### src/rtl/mem_stage_if.sv
// Bus bundle for the memory-access stage: execute-side inputs, SRAM data
// response, write-back handshake, and the stage outputs.
interface mem_stage_if;
   logic        exe_to_mem_valid;
   logic        mem_allowin;
   logic [31:0] exe_pc;
   logic [31:0] exe_result;
   logic        exe_res_from_mem;
   logic [7:0]  exe_mem_all;
   logic        exe_mem_req;
   logic [5:0]  exe_rf_all;
   logic [6:0]  exe_exc_rf;
   logic [78:0] exe_csr_rf;
   logic        data_sram_data_ok;
   logic [31:0] data_sram_rdata;
   logic        wb_allowin;
   logic        cancel_exc_ertn;
   logic        mem_to_wb_valid;
   logic [31:0] mem_pc;
   logic [31:0] mem_final_result;
   logic [5:0]  mem_rf_all;
   logic [6:0]  mem_exc_rf;
   logic [78:0] mem_csr_rf;
   logic        mem_exc_flush;
   logic [53:0] mem_fwd_all;

   modport master (
      output exe_to_mem_valid, exe_pc, exe_result, exe_res_from_mem,
             exe_mem_all, exe_mem_req, exe_rf_all, exe_exc_rf, exe_csr_rf,
             data_sram_data_ok, data_sram_rdata, wb_allowin,
             cancel_exc_ertn,
      input  mem_allowin, mem_to_wb_valid, mem_pc, mem_final_result,
             mem_rf_all, mem_exc_rf, mem_csr_rf, mem_exc_flush,
             mem_fwd_all
   );

   modport slave (
      input  exe_to_mem_valid, exe_pc, exe_result, exe_res_from_mem,
             exe_mem_all, exe_mem_req, exe_rf_all, exe_exc_rf, exe_csr_rf,
             data_sram_data_ok, data_sram_rdata, wb_allowin,
             cancel_exc_ertn,
      output mem_allowin, mem_to_wb_valid, mem_pc, mem_final_result,
             mem_rf_all, mem_exc_rf, mem_csr_rf, mem_exc_flush,
             mem_fwd_all
   );
endinterface

### src/rtl/mem_stage.sv
// Memory-access stage: waits for data_ok, aligns load data, buffers it
// across write-back stalls and drops responses owed to flushed requests.
module mem_stage (
   input logic       clk,
   input logic       resetn,
   mem_stage_if.slave bus
);

   logic        valid_q;
   logic [31:0] pc_q;
   logic [31:0] result_q;
   logic        from_mem_q;
   logic [7:0]  mem_all_q;
   logic        req_q;
   logic [5:0]  rf_all_q;
   logic [6:0]  exc_q;
   logic [78:0] csr_q;
   logic        buf_valid_q;
   logic [31:0] buf_data_q;
   logic [1:0]  discard_q;
   logic [1:0]  discard_d;

   logic        data_ok_now;
   logic        ready_go;
   logic        allowin;
   logic        latch;
   logic        buf_cap;
   logic        leave;
   logic        load_pending;
   logic [1:0]  owed;
   logic [2:0]  disc_sum;

   logic [31:0] raw;
   logic [31:0] sh;
   logic [15:0] half;
   logic [31:0] ld_val;
   logic [31:0] final_res;
   logic [1:0]  a;
   logic        se;

   assign data_ok_now = bus.data_sram_data_ok & (discard_q == 2'd0);
   assign ready_go    = ~req_q | buf_valid_q | data_ok_now;
   assign allowin     = ~valid_q | (ready_go & bus.wb_allowin);
   assign latch       = bus.exe_to_mem_valid & allowin;
   assign leave       = valid_q & ready_go & bus.wb_allowin;
   assign buf_cap     = data_ok_now & valid_q & req_q & ~buf_valid_q
                      & ~bus.wb_allowin;
   assign load_pending = valid_q & from_mem_q & ~ready_go;

   // Responses still in flight at a flush must be swallowed later.
   always_comb begin
      owed = {1'b0, valid_q & req_q & ~buf_valid_q & ~data_ok_now}
           + {1'b0, bus.exe_mem_req & bus.exe_to_mem_valid};
      disc_sum = {1'b0, discard_q}
               - {2'b00, bus.data_sram_data_ok & (discard_q != 2'd0)}
               + (bus.cancel_exc_ertn ? {1'b0, owed} : 3'd0);
      discard_d = (disc_sum > 3'd3) ? 2'd3 : disc_sum[1:0];
   end

   always_comb begin
      a      = result_q[1:0];
      se     = mem_all_q[3];
      raw    = buf_valid_q ? buf_data_q : bus.data_sram_rdata;
      sh     = raw >> {a, 3'b000};
      half   = a[1] ? raw[31:16] : raw[15:0];
      ld_val = raw;
      unique case (1'b1)
         mem_all_q[6]: ld_val = {{24{se & sh[7]}}, sh[7:0]};
         mem_all_q[5]: ld_val = {{16{se & half[15]}}, half};
         default:      ld_val = raw;
      endcase
      final_res = from_mem_q ? ld_val : result_q;
   end

   always_ff @(posedge clk) begin
      if (!resetn) begin
         valid_q     <= 1'b0;
         pc_q        <= '0;
         result_q    <= '0;
         from_mem_q  <= 1'b0;
         mem_all_q   <= '0;
         req_q       <= 1'b0;
         rf_all_q    <= '0;
         exc_q       <= '0;
         csr_q       <= '0;
         buf_valid_q <= 1'b0;
         buf_data_q  <= '0;
         discard_q   <= 2'd0;
      end else begin
         if (bus.cancel_exc_ertn)
            valid_q <= 1'b0;
         else if (allowin)
            valid_q <= bus.exe_to_mem_valid;
         if (latch) begin
            pc_q       <= bus.exe_pc;
            result_q   <= bus.exe_result;
            from_mem_q <= bus.exe_res_from_mem;
            mem_all_q  <= bus.exe_mem_all;
            req_q      <= bus.exe_mem_req;
            rf_all_q   <= bus.exe_rf_all;
            exc_q      <= bus.exe_exc_rf;
            csr_q      <= bus.exe_csr_rf;
         end
         if (bus.cancel_exc_ertn | latch)
            buf_valid_q <= 1'b0;
         else if (buf_cap) begin
            buf_valid_q <= 1'b1;
            buf_data_q  <= bus.data_sram_rdata;
         end else if (leave)
            buf_valid_q <= 1'b0;
         discard_q <= discard_d;
      end
   end

   assign bus.mem_allowin      = allowin;
   assign bus.mem_to_wb_valid  = valid_q & ready_go;
   assign bus.mem_pc           = pc_q;
   assign bus.mem_final_result = final_res;
   assign bus.mem_rf_all       = rf_all_q;
   assign bus.mem_exc_rf       = exc_q;
   assign bus.mem_csr_rf       = csr_q;
   assign bus.mem_exc_flush    = valid_q & ((|exc_q) | csr_q[78]);
   assign bus.mem_fwd_all = valid_q
      ? {csr_q[77], csr_q[76:63], load_pending, rf_all_q, final_res}
      : 54'd0;

endmodule

### src/flat_wrapper.sv
// flat-port wrapper written by rule: the top's interface ports become plain ports
module mem_stage_flat 
  (clk, resetn, bus_exe_to_mem_valid, bus_exe_pc, bus_exe_result, bus_exe_res_from_mem, bus_exe_mem_all, bus_exe_mem_req, bus_exe_rf_all, bus_exe_exc_rf, bus_exe_csr_rf, bus_data_sram_data_ok, bus_data_sram_rdata, bus_wb_allowin, bus_cancel_exc_ertn, bus_mem_allowin, bus_mem_to_wb_valid, bus_mem_pc, bus_mem_final_result, bus_mem_rf_all, bus_mem_exc_rf, bus_mem_csr_rf, bus_mem_exc_flush, bus_mem_fwd_all);
  mem_stage_if bus_i ();
  input logic clk;
  input logic resetn;
  input wire logic [$bits(bus_i.exe_to_mem_valid)-1:0] bus_exe_to_mem_valid;
  input wire logic [$bits(bus_i.exe_pc)-1:0] bus_exe_pc;
  input wire logic [$bits(bus_i.exe_result)-1:0] bus_exe_result;
  input wire logic [$bits(bus_i.exe_res_from_mem)-1:0] bus_exe_res_from_mem;
  input wire logic [$bits(bus_i.exe_mem_all)-1:0] bus_exe_mem_all;
  input wire logic [$bits(bus_i.exe_mem_req)-1:0] bus_exe_mem_req;
  input wire logic [$bits(bus_i.exe_rf_all)-1:0] bus_exe_rf_all;
  input wire logic [$bits(bus_i.exe_exc_rf)-1:0] bus_exe_exc_rf;
  input wire logic [$bits(bus_i.exe_csr_rf)-1:0] bus_exe_csr_rf;
  input wire logic [$bits(bus_i.data_sram_data_ok)-1:0] bus_data_sram_data_ok;
  input wire logic [$bits(bus_i.data_sram_rdata)-1:0] bus_data_sram_rdata;
  input wire logic [$bits(bus_i.wb_allowin)-1:0] bus_wb_allowin;
  input wire logic [$bits(bus_i.cancel_exc_ertn)-1:0] bus_cancel_exc_ertn;
  output wire logic [$bits(bus_i.mem_allowin)-1:0] bus_mem_allowin;
  output wire logic [$bits(bus_i.mem_to_wb_valid)-1:0] bus_mem_to_wb_valid;
  output wire logic [$bits(bus_i.mem_pc)-1:0] bus_mem_pc;
  output wire logic [$bits(bus_i.mem_final_result)-1:0] bus_mem_final_result;
  output wire logic [$bits(bus_i.mem_rf_all)-1:0] bus_mem_rf_all;
  output wire logic [$bits(bus_i.mem_exc_rf)-1:0] bus_mem_exc_rf;
  output wire logic [$bits(bus_i.mem_csr_rf)-1:0] bus_mem_csr_rf;
  output wire logic [$bits(bus_i.mem_exc_flush)-1:0] bus_mem_exc_flush;
  output wire logic [$bits(bus_i.mem_fwd_all)-1:0] bus_mem_fwd_all;
  assign bus_i.exe_to_mem_valid = bus_exe_to_mem_valid;
  assign bus_i.exe_pc = bus_exe_pc;
  assign bus_i.exe_result = bus_exe_result;
  assign bus_i.exe_res_from_mem = bus_exe_res_from_mem;
  assign bus_i.exe_mem_all = bus_exe_mem_all;
  assign bus_i.exe_mem_req = bus_exe_mem_req;
  assign bus_i.exe_rf_all = bus_exe_rf_all;
  assign bus_i.exe_exc_rf = bus_exe_exc_rf;
  assign bus_i.exe_csr_rf = bus_exe_csr_rf;
  assign bus_i.data_sram_data_ok = bus_data_sram_data_ok;
  assign bus_i.data_sram_rdata = bus_data_sram_rdata;
  assign bus_i.wb_allowin = bus_wb_allowin;
  assign bus_i.cancel_exc_ertn = bus_cancel_exc_ertn;
  assign bus_mem_allowin = bus_i.mem_allowin;
  assign bus_mem_to_wb_valid = bus_i.mem_to_wb_valid;
  assign bus_mem_pc = bus_i.mem_pc;
  assign bus_mem_final_result = bus_i.mem_final_result;
  assign bus_mem_rf_all = bus_i.mem_rf_all;
  assign bus_mem_exc_rf = bus_i.mem_exc_rf;
  assign bus_mem_csr_rf = bus_i.mem_csr_rf;
  assign bus_mem_exc_flush = bus_i.mem_exc_flush;
  assign bus_mem_fwd_all = bus_i.mem_fwd_all;
  mem_stage u_core (.clk(clk), .resetn(resetn), .bus(bus_i));
endmodule
### config.mk
export PLATFORM = sky130hd
export DESIGN_NAME = mem_stage_flat
export DESIGN_NICKNAME = d
export VERILOG_FILES = /design/src/rtl/mem_stage_if.sv /design/src/rtl/mem_stage.sv /design/src/flat_wrapper.sv
export SDC_FILE = /design/constraint.sdc
export NUM_CORES = 1
export LEC_CHECK = 0
export ABC_AREA = 1
export ABC_CLOCK_PERIOD_IN_PS = 7000
export BUFFER_PORTS_ARGS = -buffer_cell sky130_fd_sc_hd__buf_2
export CAP_MARGIN = 5
export CORE_AREA = 4 4 161 163
export CTS_CLUSTER_DIAMETER = 60
export DETAILED_ROUTE_END_ITERATION = 8
export DIE_AREA = 0 0 165 167
export PLACE_DENSITY = 0.64
export SYNTH_ARGS = -nofsm -noshare
export SYNTH_HDL_FRONTEND = slang
export SYNTH_SLANG_ARGS = --single-unit
### constraint.sdc
create_clock -name clk -period 7 [get_ports clk]
set_clock_uncertainty 0.2 [all_clocks]
set_input_delay 1.4 -clock clk [delete_from_list [all_inputs] [get_ports clk]]
set_output_delay 1.4 -clock clk [all_outputs]
set_load 0.01 [all_outputs]
==> out/metrics.yaml <==
path_clk_slew_ps: 80
clock_sinks: 197
crit_chain: "nor2_1, clkinv_1, nor2_1, nor2_1, nand3_1, nand2_1, nor2_1, buf_2"
first_pass_iters: 6
slowest_delay_ps: 990
io_pins: 417
wl_um: 35300
fin_setup_tns_ps: 0
drcViolationCount: 0
required_ps: 5400
drt-initial-drc-count: 828
whs_ps: 258
vias: 10200
hold_path_class: "reg2reg"
power.density_nw_per_um2: 235
io_buffers: 411
critPathSlowestCell: "clkinv_1"
synth-seq-area-share: 0.431
layout_setup_ws_ps: 1550
gp_congestion: 0.887
globalRouteOverflowTotal: 0
die_h_um: 167
cts_made_buffers: 17
layoutNonFillerInstCount: 2079
fp.dieW_um: 165
irDropWorstVdd_v: 0.000140
grt_max_degree: 99
wl_per_cell_um: 17.0
syn_nets: 1610
relSlewSlack: 0.335
wl_met1_um: 14300
timing.final.crit_share: 0.779
avgSynthCellArea_um2: 6.52
cpMostUsedCell: "nor2_1"
track_usage: 0.246
synth_compound_area_frac: 0.163
dp_cells: 2045
wl_met2_um: 17300
rsz0062_at_grt: "no"
ys_warn_count: 0
status: "finished clean"
syn_area_um2: 9140
synth_cells: 1401
worst_pin_slew_ps: 997
cp_top_family: "simple AND/OR/NAND/NOR gates"
grt_pass1_wl_um: 53700
crit_path_start_kind: "register"
yosysUniqueCellTypes: 26
grt_pass1_vias: 9486
core-area_um2: 24300
synth_xor_area_frac: 0.000958
dp_hpwl_um: 25900
fmax_mhz: 183
cp-end-kind: "output pin"
maxCapViolCount: 0
cts_resized: 0
hold_viol: 0
final_nets: 1949
start_util: 0.376
place_ws_ps: 2090
crit_type: "reg2out"
power_leakage_nw: 6.33
clockBufferDepth: 2
drv_slew: 0
postCtsSetupBuffers: 0
synth_seq_cells: 197
finalSetupViolations: 0
drive_above_1_share: 0.262
antenna_found_initial: 14
row_count: 57
p_total_mw: 2.78
synth_fa_ha_area_frac: 0.00766
arrival_ps: 3850
dr.max_layer_used: "met5"
route.met3.wl_um: 2940
holdBufCountCts: 0
cts_tree: "built"
cp_max_fo: 28
vias_per_cell: 4.89
postRouteAntennaNets: 0
fin_crit_ps: 5450
clkLatencyLatePin_ps: 430
cts-root-buf: "clkbuf_16"
area_growth_pct: 29.4
die_area_um2: 27600
synthSimpleGateAreaFrac: 0.295
cp_num_buf_inv: 2
htreeDepth: 4
synthMuxAreaShare: 0
synth_top_family_by_area: "simple AND/OR/NAND/NOR gates"
## logic make-up (layout without fill, tap and decap cells)
logic type      Yosys count  in the layout
xor+xnor                  1              1
compound gates          293            293
simple gates            682            682
fa+ha+maj                 5              5
other cells               0              2
buf+inv                 223            575
flops                   197            197
## layout by cell type (no fill, tap or decap)
cell type	synthesis	routed
a21oi_1	189	189
and2_1	11	11
buf_2	39	411
buf_4	11	8
clkbuf_16	0	17
clkinv_1	2	2
clkinv_2	0	1
clkinv_4	0	1
clkinv_8	0	3
dfxtp_1	197	197
diode_2	0	2
fa_1	1	1
ha_1	4	4
inv_1	116	116
inv_12	0	3
inv_2	6	4
inv_4	0	2
inv_6	0	1
inv_8	0	6
nand2_1	508	508
nand2_8	0	1
nand3_1	48	48
nor2_1	92	92
nor2_4	1	1
nor3_1	18	18
nor4_1	2	2
o211ai_1	9	9
o21a_1	1	1
o21ai_0	85	85
o21ai_1	9	9
or2_1	1	1
xnor2_1	1	1
## path summary, 6_finish.rpt
kind	from	end	slack, ps	cells after the start
worst max register to register	u_core.valid_q	u_core.bus.mem_csr_rf[52]	3280	10
worst max-delay path	u_core.mem_all_q[5]	bus_mem_fwd_all[24]	1550	8
worst min-delay path	u_core.result_q[21]	u_core.result_q[21]	260	2
worst min register to register	u_core.result_q[21]	u_core.result_q[21]	260	2
## cells in the mapped netlist
cell      count  share of area
xnor2_1       1        0.00096
o21ai_1       9         0.0049
or2_1         1        0.00068
o211ai_1      9         0.0074
buf_6         1         0.0012
and2_1       11         0.0075
nand2_4       1         0.0012
ha_1          4         0.0055
o21ai_0      85          0.047
buf_2        39          0.021
a21oi_1     189           0.10
buf_1         2        0.00082
fa_1          1         0.0022
clkinv_1      2        0.00082
o21a_1        1        0.00082
inv_2         6         0.0025
nor4_1        2         0.0014
nand2_1     508           0.21
nor3_1       18         0.0099
clkbuf_1     46          0.019
buf_4        11         0.0090
nand3_1      48          0.026
dfxtp_1     197           0.43
nor2_1       92          0.038
nor2_4        1         0.0012
inv_1       116          0.048
## stage by stage
stage | utilization | cell area [um^2]
final | 0.486 | 11800
after global routing | 0.486 | 11800
after CTS | 0.486 | 11800
after detailed placement | 0.461 | 11200
after global placement | 0.461 | 11200
after floorplan | - | 9140
## state kept, by name, indices dropped and copies added, names as in the netlist, 2 cells and up
signal	flops
u_core.discard_q	2
u_core.bus.mem_exc_rf	7
u_core.bus.mem_rf_all	6
u_core.buf_data_q	32
u_core.bus.mem_pc	32
u_core.bus.mem_csr_rf	79
u_core.mem_all_q	3
u_core.result_q	32
## layout make-up
| class | instances | area (um^2) |
|---|---|---|
| fillers | 2605 | 12500 |
| multi-input cells | 981 | 4270 |
| flip-flops and latches | 197 | 3940 |
| repair buffers | 419 | 2120 |
| inverters | 124 | 470 |
| clock buffers | 17 | 425 |
| well taps | 324 | 405 |
| clock inverters | 15 | 188 |
| diodes | 2 | 5.00 |
## worst reg2reg max path, stage by stage, from the launching register on
cell     delay, ps
dfxtp_1        310
buf_4          210
inv_2          530
or2_1          220
nand2_1         90
inv_2          110
nand2_8        290
inv_4          840
buf_4          590
nand2_1        150
a21oi_1        140
## where the power goes
| part | switching [mW] | internal [mW] | leakage (nW) |
|---|---|---|---|
| sequential | 0.0431 | 1.19 | 1.62 |
| combinational | 0.327 | 0.195 | 4.41 |
| clock | 0.535 | 0.496 | 0.301 |
| total | 0.905 | 1.88 | 6.33 |
## per-layer routing
layer	up-vias	GRT usage
met3	59	0.0692
met1	4578	0.305
li1	5076	-
met2	429	0.421
met5	-	0
met4	14	0.0618
No activity file was read; power rests on OpenSTA's default activity.
